File: src/rtl/spike_index_scheduler.sv
// Hot-vector to ascending event-index scheduler with a registered head stage.
// Optional SPIKE_SCHED_MERGE_EN: accept and OR in new vectors while draining.
module spike_index_scheduler #(
  parameter int VEC_W = 98,
  parameter int IDX_W = 7
) (
  input  logic             clk_i,
  input  logic             reset_i,
  input  logic             load_valid_i,
  input  logic [VEC_W-1:0] load_vec_i,
  output logic             load_ready_o,
  input  logic             abort_i,
  output logic             out_valid_o,
  output logic [IDX_W-1:0] out_idx_o,
  input  logic             out_ready_i,
  output logic             done_o,
  output logic [IDX_W-1:0] count_o,
  output logic             busy_o
);

  typedef enum logic {IDLE, DRAIN} state_t;

  state_t           r_state;
  state_t           w_next;
  logic [VEC_W-1:0] r_pend;
  logic [VEC_W-1:0] w_low;
  logic [VEC_W-1:0] w_pend_clr;
  logic [VEC_W-1:0] w_merge;
  logic             r_out_valid;
  logic [IDX_W-1:0] r_out_idx;
  logic [IDX_W-1:0] r_count;
  logic [IDX_W-1:0] w_sel_idx;
  logic             r_done_z;
  logic             w_hs;
  logic             w_adv;
  logic             w_take;
  logic             w_load;
  logic             w_drain;
  logic             w_quiet;
  logic             w_fin_hs;
  logic             w_fin_z;

  localparam logic [IDX_W-1:0] CNT_MAX = IDX_W'(VEC_W);

  // Lowest set bit wins: scan downward so the last hit is the lowest.
  always_comb begin
    w_sel_idx = '0;
    for (int i = VEC_W - 1; i >= 0; i--) begin
      if (r_pend[i]) w_sel_idx = IDX_W'(i);
    end
  end

  assign w_low      = r_pend & (~r_pend + VEC_W'(1));
  assign w_drain    = (r_state == DRAIN);
  assign w_hs       = r_out_valid & out_ready_i;
  assign w_adv      = ~r_out_valid | out_ready_i;
  assign w_take     = w_drain & w_adv & (r_pend != '0);
  assign w_pend_clr = w_take ? (r_pend & ~w_low) : r_pend;
  assign w_load     = load_valid_i & load_ready_o & ~abort_i;

`ifdef SPIKE_SCHED_MERGE_EN
  assign w_merge = (w_load && w_drain) ? load_vec_i : '0;
`else
  assign w_merge = '0;
`endif

  assign w_quiet  = w_drain & ~abort_i & (r_pend == '0) & (w_merge == '0);
  assign w_fin_hs = w_quiet & w_hs;
  assign w_fin_z  = w_quiet & ~r_out_valid;

  always_ff @(posedge clk_i or posedge reset_i) begin
    if (reset_i) r_state <= IDLE;
    else         r_state <= w_next;
  end

  always_comb begin
    w_next = r_state;
    unique case (r_state)
      IDLE:  if (w_load) w_next = DRAIN;
      DRAIN: if (abort_i || w_fin_hs || w_fin_z) w_next = IDLE;
      default: w_next = IDLE;
    endcase
  end

  always_comb begin
    busy_o = (r_state != IDLE);
`ifdef SPIKE_SCHED_MERGE_EN
    load_ready_o = 1'b1;
`else
    load_ready_o = (r_state == IDLE);
`endif
  end

  always_ff @(posedge clk_i or posedge reset_i) begin
    if (reset_i) begin
      r_pend      <= '0;
      r_out_valid <= 1'b0;
      r_out_idx   <= '0;
      r_count     <= '0;
      r_done_z    <= 1'b0;
    end else begin
      r_done_z <= w_fin_z;
      if (abort_i) begin
        r_pend      <= '0;
        r_out_valid <= 1'b0;
      end else if (!w_drain) begin
        r_out_valid <= 1'b0;
        if (w_load) begin
          r_pend  <= load_vec_i;
          r_count <= '0;
        end
      end else begin
        r_pend <= w_pend_clr | w_merge;
        if (w_hs && r_count != CNT_MAX) r_count <= r_count + 1'b1;
        if (w_take) begin
          r_out_valid <= 1'b1;
          r_out_idx   <= w_sel_idx;
        end else if (w_adv) begin
          r_out_valid <= 1'b0;
        end
      end
    end
  end

  assign out_valid_o = r_out_valid;
  assign out_idx_o   = r_out_idx;
  assign count_o     = r_count;
  assign done_o      = w_fin_hs | r_done_z;

endmodule

File: config.mk
export PLATFORM = sky130hd
export DESIGN_NAME = spike_index_scheduler
export DESIGN_NICKNAME = d
export VERILOG_FILES = /design/src/rtl/spike_index_scheduler.sv
export SDC_FILE = /design/constraint.sdc
export NUM_CORES = 1
export LEC_CHECK = 0
export CELL_PAD_IN_SITES_DETAIL_PLACEMENT = 2
export CELL_PAD_IN_SITES_GLOBAL_PLACEMENT = 2
export CORE_MARGIN = 8
export CORE_UTILIZATION = 32
export CTS_CLUSTER_DIAMETER = 50
export DETAILED_ROUTE_END_ITERATION = 8
export HOLD_SLACK_MARGIN = 0.03
export PLACE_DENSITY_LB_ADDON = 0.1
export SETUP_SLACK_MARGIN = 0.05
export SYNTH_ARGS = -nofsm -noshare
export SYNTH_HDL_FRONTEND = slang
export SYNTH_SLANG_ARGS = --single-unit
File: constraint.sdc
create_clock -name clk_i -period 4.2 [get_ports clk_i]
set_input_delay 0.63 -clock clk_i [delete_from_list [all_inputs] [get_ports clk_i]]
set_output_delay 0.63 -clock clk_i [all_outputs]
set_load 0.05 [all_outputs]
; ---- Word-level counts from Yosys, hierarchy flattened
; Index checks and enable logic that the tools add are counted.
[word_totals]
reg_bits = 115
in_bits = 103
output_inout_bits = 18
wordCells = 152
[op_classes]
add_sub_neg = 2
eq_ne = 4
n_mux = 112
bitwise = 18
reduce_logical = 10
[ops]
columns = operator, n
row1 = 7-bit 2-to-1 mux, 101
row2 = 98-bit 2-to-1 mux, 4
row3 = 98-bit AND, 2
row4 = 98-bit inverter, 2
row5 = "98-bit by 1-bit adder with 98-bit output, second input constant", 1
row6 = 98-bit logical NOT, 1
row7 = 98-bit nonzero test, 1
row8 = 1-bit AND, 9
row9 = "7-bit by 1-bit adder with 7-bit output, second input constant", 1
row10 = "7-bit inequality test, second input constant", 1
row11 = 1-bit 2-to-1 mux, 6
row12 = 3-bit AND reduction, 2
row13 = "4-bit by 2-bit inequality test with 1-bit output, second input constant", 1
row14 = "3-bit by 2-bit inequality test with 1-bit output, second input constant", 1
row15 = 1-bit inverter, 3
row16 = 3-bit nonzero test, 1
row17 = 1-bit logical OR, 2
row18 = "2-bit by 1-bit inequality test with 1-bit output, second input constant", 1
row19 = 1-bit OR, 2
row20 = 1-bit one-hot mux with 2 select lines, 1
row21 = 2-bit AND reduction, 1
row22 = 2-bit nonzero test, 1
row23 = 1-bit logical AND, 1

; ---- Longest topological paths before layout
[depth]
depth_word = 98
depth_mapped = 10
depth_no_buf = 7

; ---- Worst setup path before layout
; No wires, ideal clock.
[synth_path]
path_type = register to output
from = register r_pend[24]
to = output port done_o
arrival_ns = 2.282
required_time_ns = 3.570
path_slack_ns = 1.288
stages_incl_launch_ff = 7
cell_sequence = dfrtp_1 > or4_1 > buf_2 > nor4_4 > nand4_1 > nor2_1 > a21o_1
[synth_via]
elab_chain_cells = 4
[synth_rtl]
columns = element, line
row1 = from (decl), 25  ; logic [VEC_W-1:0] r_pend;
row2 = from (signal assigned), 109  ; r_pend <= load_vec_i;
row3 = from (signal assigned), 113  ; r_pend <= w_pend_clr | w_merge;
row4 = 98-bit logical NOT, 67  ; assign w_quiet = w_drain & ~abort_i & (r_pend == '0) & (w_merge == '0);
row5 = 1-bit AND, 67
row6 = 1-bit AND, 68  ; assign w_fin_hs = w_quiet & w_hs;
row7 = 1-bit OR, 128  ; assign done_o = w_fin_hs | r_done_z;
row8 = to (decl), 16  ; output logic done_o,
; No other way between the ends.

; ---- Worst setup path in the final report
[layout_path]
from = register r_pend[87]
to = output port done_o
; The elaborated chain is that of the path after synthesis.

==> results.yml <==
routing:
  drt_iter0_markers: 307
  drc: 0
  ant_nets: 0
  via_per_inst: 5.996
  wl_um: 30340
  vias: 7393
  wl_per_cell_um: 24.61
  drt-pass1-iter-count: 5
clocking:
  cts-htree-levels: 4
  cts_buffers: 17
  clk_latency_ns: 0.43
  hold_buffers: 0
  post_cts_buffers: 0
  cts-root-buf: "clkbuf_16"
  tritoncts: "built"
  cts.sinks: 115
  max-clock-path-buffers: 2
  clk_pin_slew_ns: 0.06
  cts_resized: 0
placed_design:
  dp_slack_ns: 0.9364
  dp_hpwl_um: 22160
  place_congestion: 0.8636
  port_buffers: 120
sta:
  fmax_mhz: 270.4
  period_share: 0.8806
  fin_tns_setup_ns: 0
  finalHoldViolations: 0
  tightest_slew_ns: 0.8818
  relSlewSlack: 0.4121
  fin_ws_ns: 0.5017
  rsz0062_at_grt: "false"
  finalClockSkew_ns: 0.01270
  post-route-min-period_ns: 3.698
  drv_slew: 0
  setup_violations: 0
setup_path:
  worstRegToRegCells: 8
  cp_slowest_cell: "nor4_1"
  r2r-end: "r_pend[82]$_DFFE_PP0P_"
  crit_path_start_kind: "register"
  cp.required_ns: 3.57
  timing.rr.start: "r_pend[0]$_DFFE_PP0P_"
  r2r_setup_slack_ns: 0.91
  slowest_delay_ns: 0.70
  worstSetupPathType: "reg2out"
  cp.arrival_ns: 3.07
  crit_fanout: 7
  setup.worst_path.end_class: "output port"
  worstPathCellList: "nor4_1, nor4bb_1, nand3_1, nor2_1, a21o_1, buf_4"
cells_and_area:
  drive_gt1_frac: 0.07975
  area_growth_pct: 29.83
  num-fill-cells: 2367
  antenna_cells: 0
  layout.nets: 1045
synth:
  ys_seq_area_frac: 0.4106
  ys_types: 68
  syn_inst: 828
  synth_xor_area_frac: 0.004998
  ys_seq_elements: 115
  async_flop_share: 1.000
  syn_avg_cell_area_um2: 8.465
  synthMuxAreaShare: 0.001607
  synth_compound_area_frac: 0.2758
  synth_top_family_by_area: "compound AO/OA/AOI/OAI gates"
  synth_nets: 933
  yosys_warnings: 0
  syn_area_um2: 7009
  ys.flop_type: "dfrtp_1"
  synth-edff-count: 0
  yosys.area_share.simple: 0.2547
  synthAdderAreaFrac: 0.003570
hold_path:
  holdPathEnd: "r_done_z$_DFF_PP0_"
  worstHoldStart: "out_valid_o$_DFFE_PP0P_"
  min_path_type: "reg2reg"
  hold_depth: 1
die:
  rows: 54
  design.core.area_um2: 21690
  die_h_um: 164
  ioPinCount: 121
  initial_core_util: 0.3232
  die_w_um: 164
  dieArea_um2: 26900
power:
  power_density_nw_per_um2: 456.0
  irDropWorstVdd_mv: 0.2377
  p_leak_nw: 3.863
grt:
  grt_antenna_before_repair: 0
  grt_usage: 0.2325
  grt_pass1_wl_um: 48510
  grt-ovfl-total: 0
  grt_max_degree: 62
  grt_pass1_vias: 8286
job:
  maxCapViolations: 0
outcome:
  status: "completed"
==> through the flow <==
step           total power [mW]  hold WS (ns)  std cells  instance area [um^2]    util
6_report                  4.149        0.5038       1233                  9100  0.4196
2_1_floorplan             2.049        0.4890        828                  7009       -
5_1_grt                   4.336        0.5209       1233                  9100  0.4196
4_1_cts                   4.176        0.5110       1233                  9100  0.4196
3_5_place_dp              2.531        0.4887       1201                  8461  0.3901
3_3_place_gp              2.500        0.4758       1201                  8461  0.3901
==> state kept, by name, indices dropped and copies added, names as in the netlist <==
name and cells:
r_done_z 1, out_valid_o 1, r_pend 98, out_idx_o 7
busy_o 1, count_o 7
==> worst max-delay path, delay by kind of cell, from the launching register on <==
kind                   cells  cell delay [ns]
AND/OR/NAND/NOR            4             1.81
AO/OA/AOI/OAI              1             0.16
flip-flops                 1             0.47
buffers and inverters      1             0.20
==> synth_stat cells, types with 5 or more instances <==
library cell	instances	area share
dfrtp_1	115	0.41
nand2_1	111	0.059
o21ai_0	105	0.075
a22o_1	72	0.090
nor2_1	67	0.036
nor4_1	43	0.038
a21oi_1	40	0.029
nor3_1	35	0.025
clkbuf_1	28	0.015
inv_1	28	0.015
or4_1	19	0.020
nand3_1	17	0.012
o31ai_1	13	0.014
a31oi_1	7	0.0062
nand4_1	6	0.0054
o22ai_1	6	0.0054
and2_1	5	0.0045
and4_1	5	0.0062
buf_2	5	0.0036
clkbuf_8	5	0.0098
nor2b_1	5	0.0045
o211ai_1	5	0.0054
o31a_1	5	0.0062
or2_2	5	0.0045
==> logic make-up after synthesis <==
kind of cell / after synthesis
AO/OA/AOI/OAI: 290
XOR/XNOR: 4
adder cells (fa/ha/maj): 2
buffers and inverters: 70
flip-flops: 115
multiplexers: 1
AND/OR/NAND/NOR: 346
==> per-layer routing <==
metal / vias up / global-route usage / part of all wire
met5: - / 0 / 0
met4: 0 / 0.1021 / 0.033
met3: 61 / 0.04687 / 0.036
met2: 167 / 0.3974 / 0.50
met1: 3807 / 0.2785 / 0.44
li1: 3358 / - / -
==> layout by cell type (no fill, tap or decap), types with 6 or more instances in the layout <==
cell type and count:
o22ai_1 6, o21ai_0 105, nand4_1 6, a21oi_1 39, dfrtp_1 115, o31ai_1 13
a31oi_1 7, a22o_1 72, or4_1 19, buf_4 15, clkbuf_16 17, nor4_1 43
nor3_1 35, nor2_1 66, nand3_1 17, nand2_1 111, clkdlybuf4s50_1 119, inv_1 27
==> power by group <==
group	switching (mW)	leakage [nW]	internal [mW]
clock	0.603	0.304	1.02
combinational	0.713	2.02	0.440
sequential	0.171	1.54	1.21
total	1.49	3.86	2.66
==> how the worst max path moves through the flow <==
stage / startpoint / slack, ns / to / depth (start not counted)
floorplan: reset_i / 0.53 / busy_o$_DFF_PP0_ / 1
CTS: r_pend[87]$_DFFE_PP0P_ / 0.50 / done_o / 6
global placement: r_pend[0]$_DFFE_PP0P_ / 1.01 / done_o / 7
finish: r_pend[87]$_DFFE_PP0P_ / 0.50 / done_o / 6
global route: r_pend[87]$_DFFE_PP0P_ / 0.13 / done_o / 6
detailed placement: r_pend[0]$_DFFE_PP0P_ / 0.94 / r_pend[82]$_DFFE_PP0P_ / 8
==> final cells by class <==
| type | count | area [um^2] | area share |
|---|---|---|---|
| timing repair buffer | 135 | 1324 | 0.1455 |
| tap | 280 | 350.3 | 0.03850 |
| inverter | 28 | 107.6 | 0.01182 |
| multi-input combinational | 643 | 3801 | 0.4177 |
| clock buffer | 18 | 439.2 | 0.04826 |
| clock inverter | 14 | 200.2 | 0.02200 |
| sequential | 115 | 2878 | 0.3162 |
(Power assumes the default switching activity.)
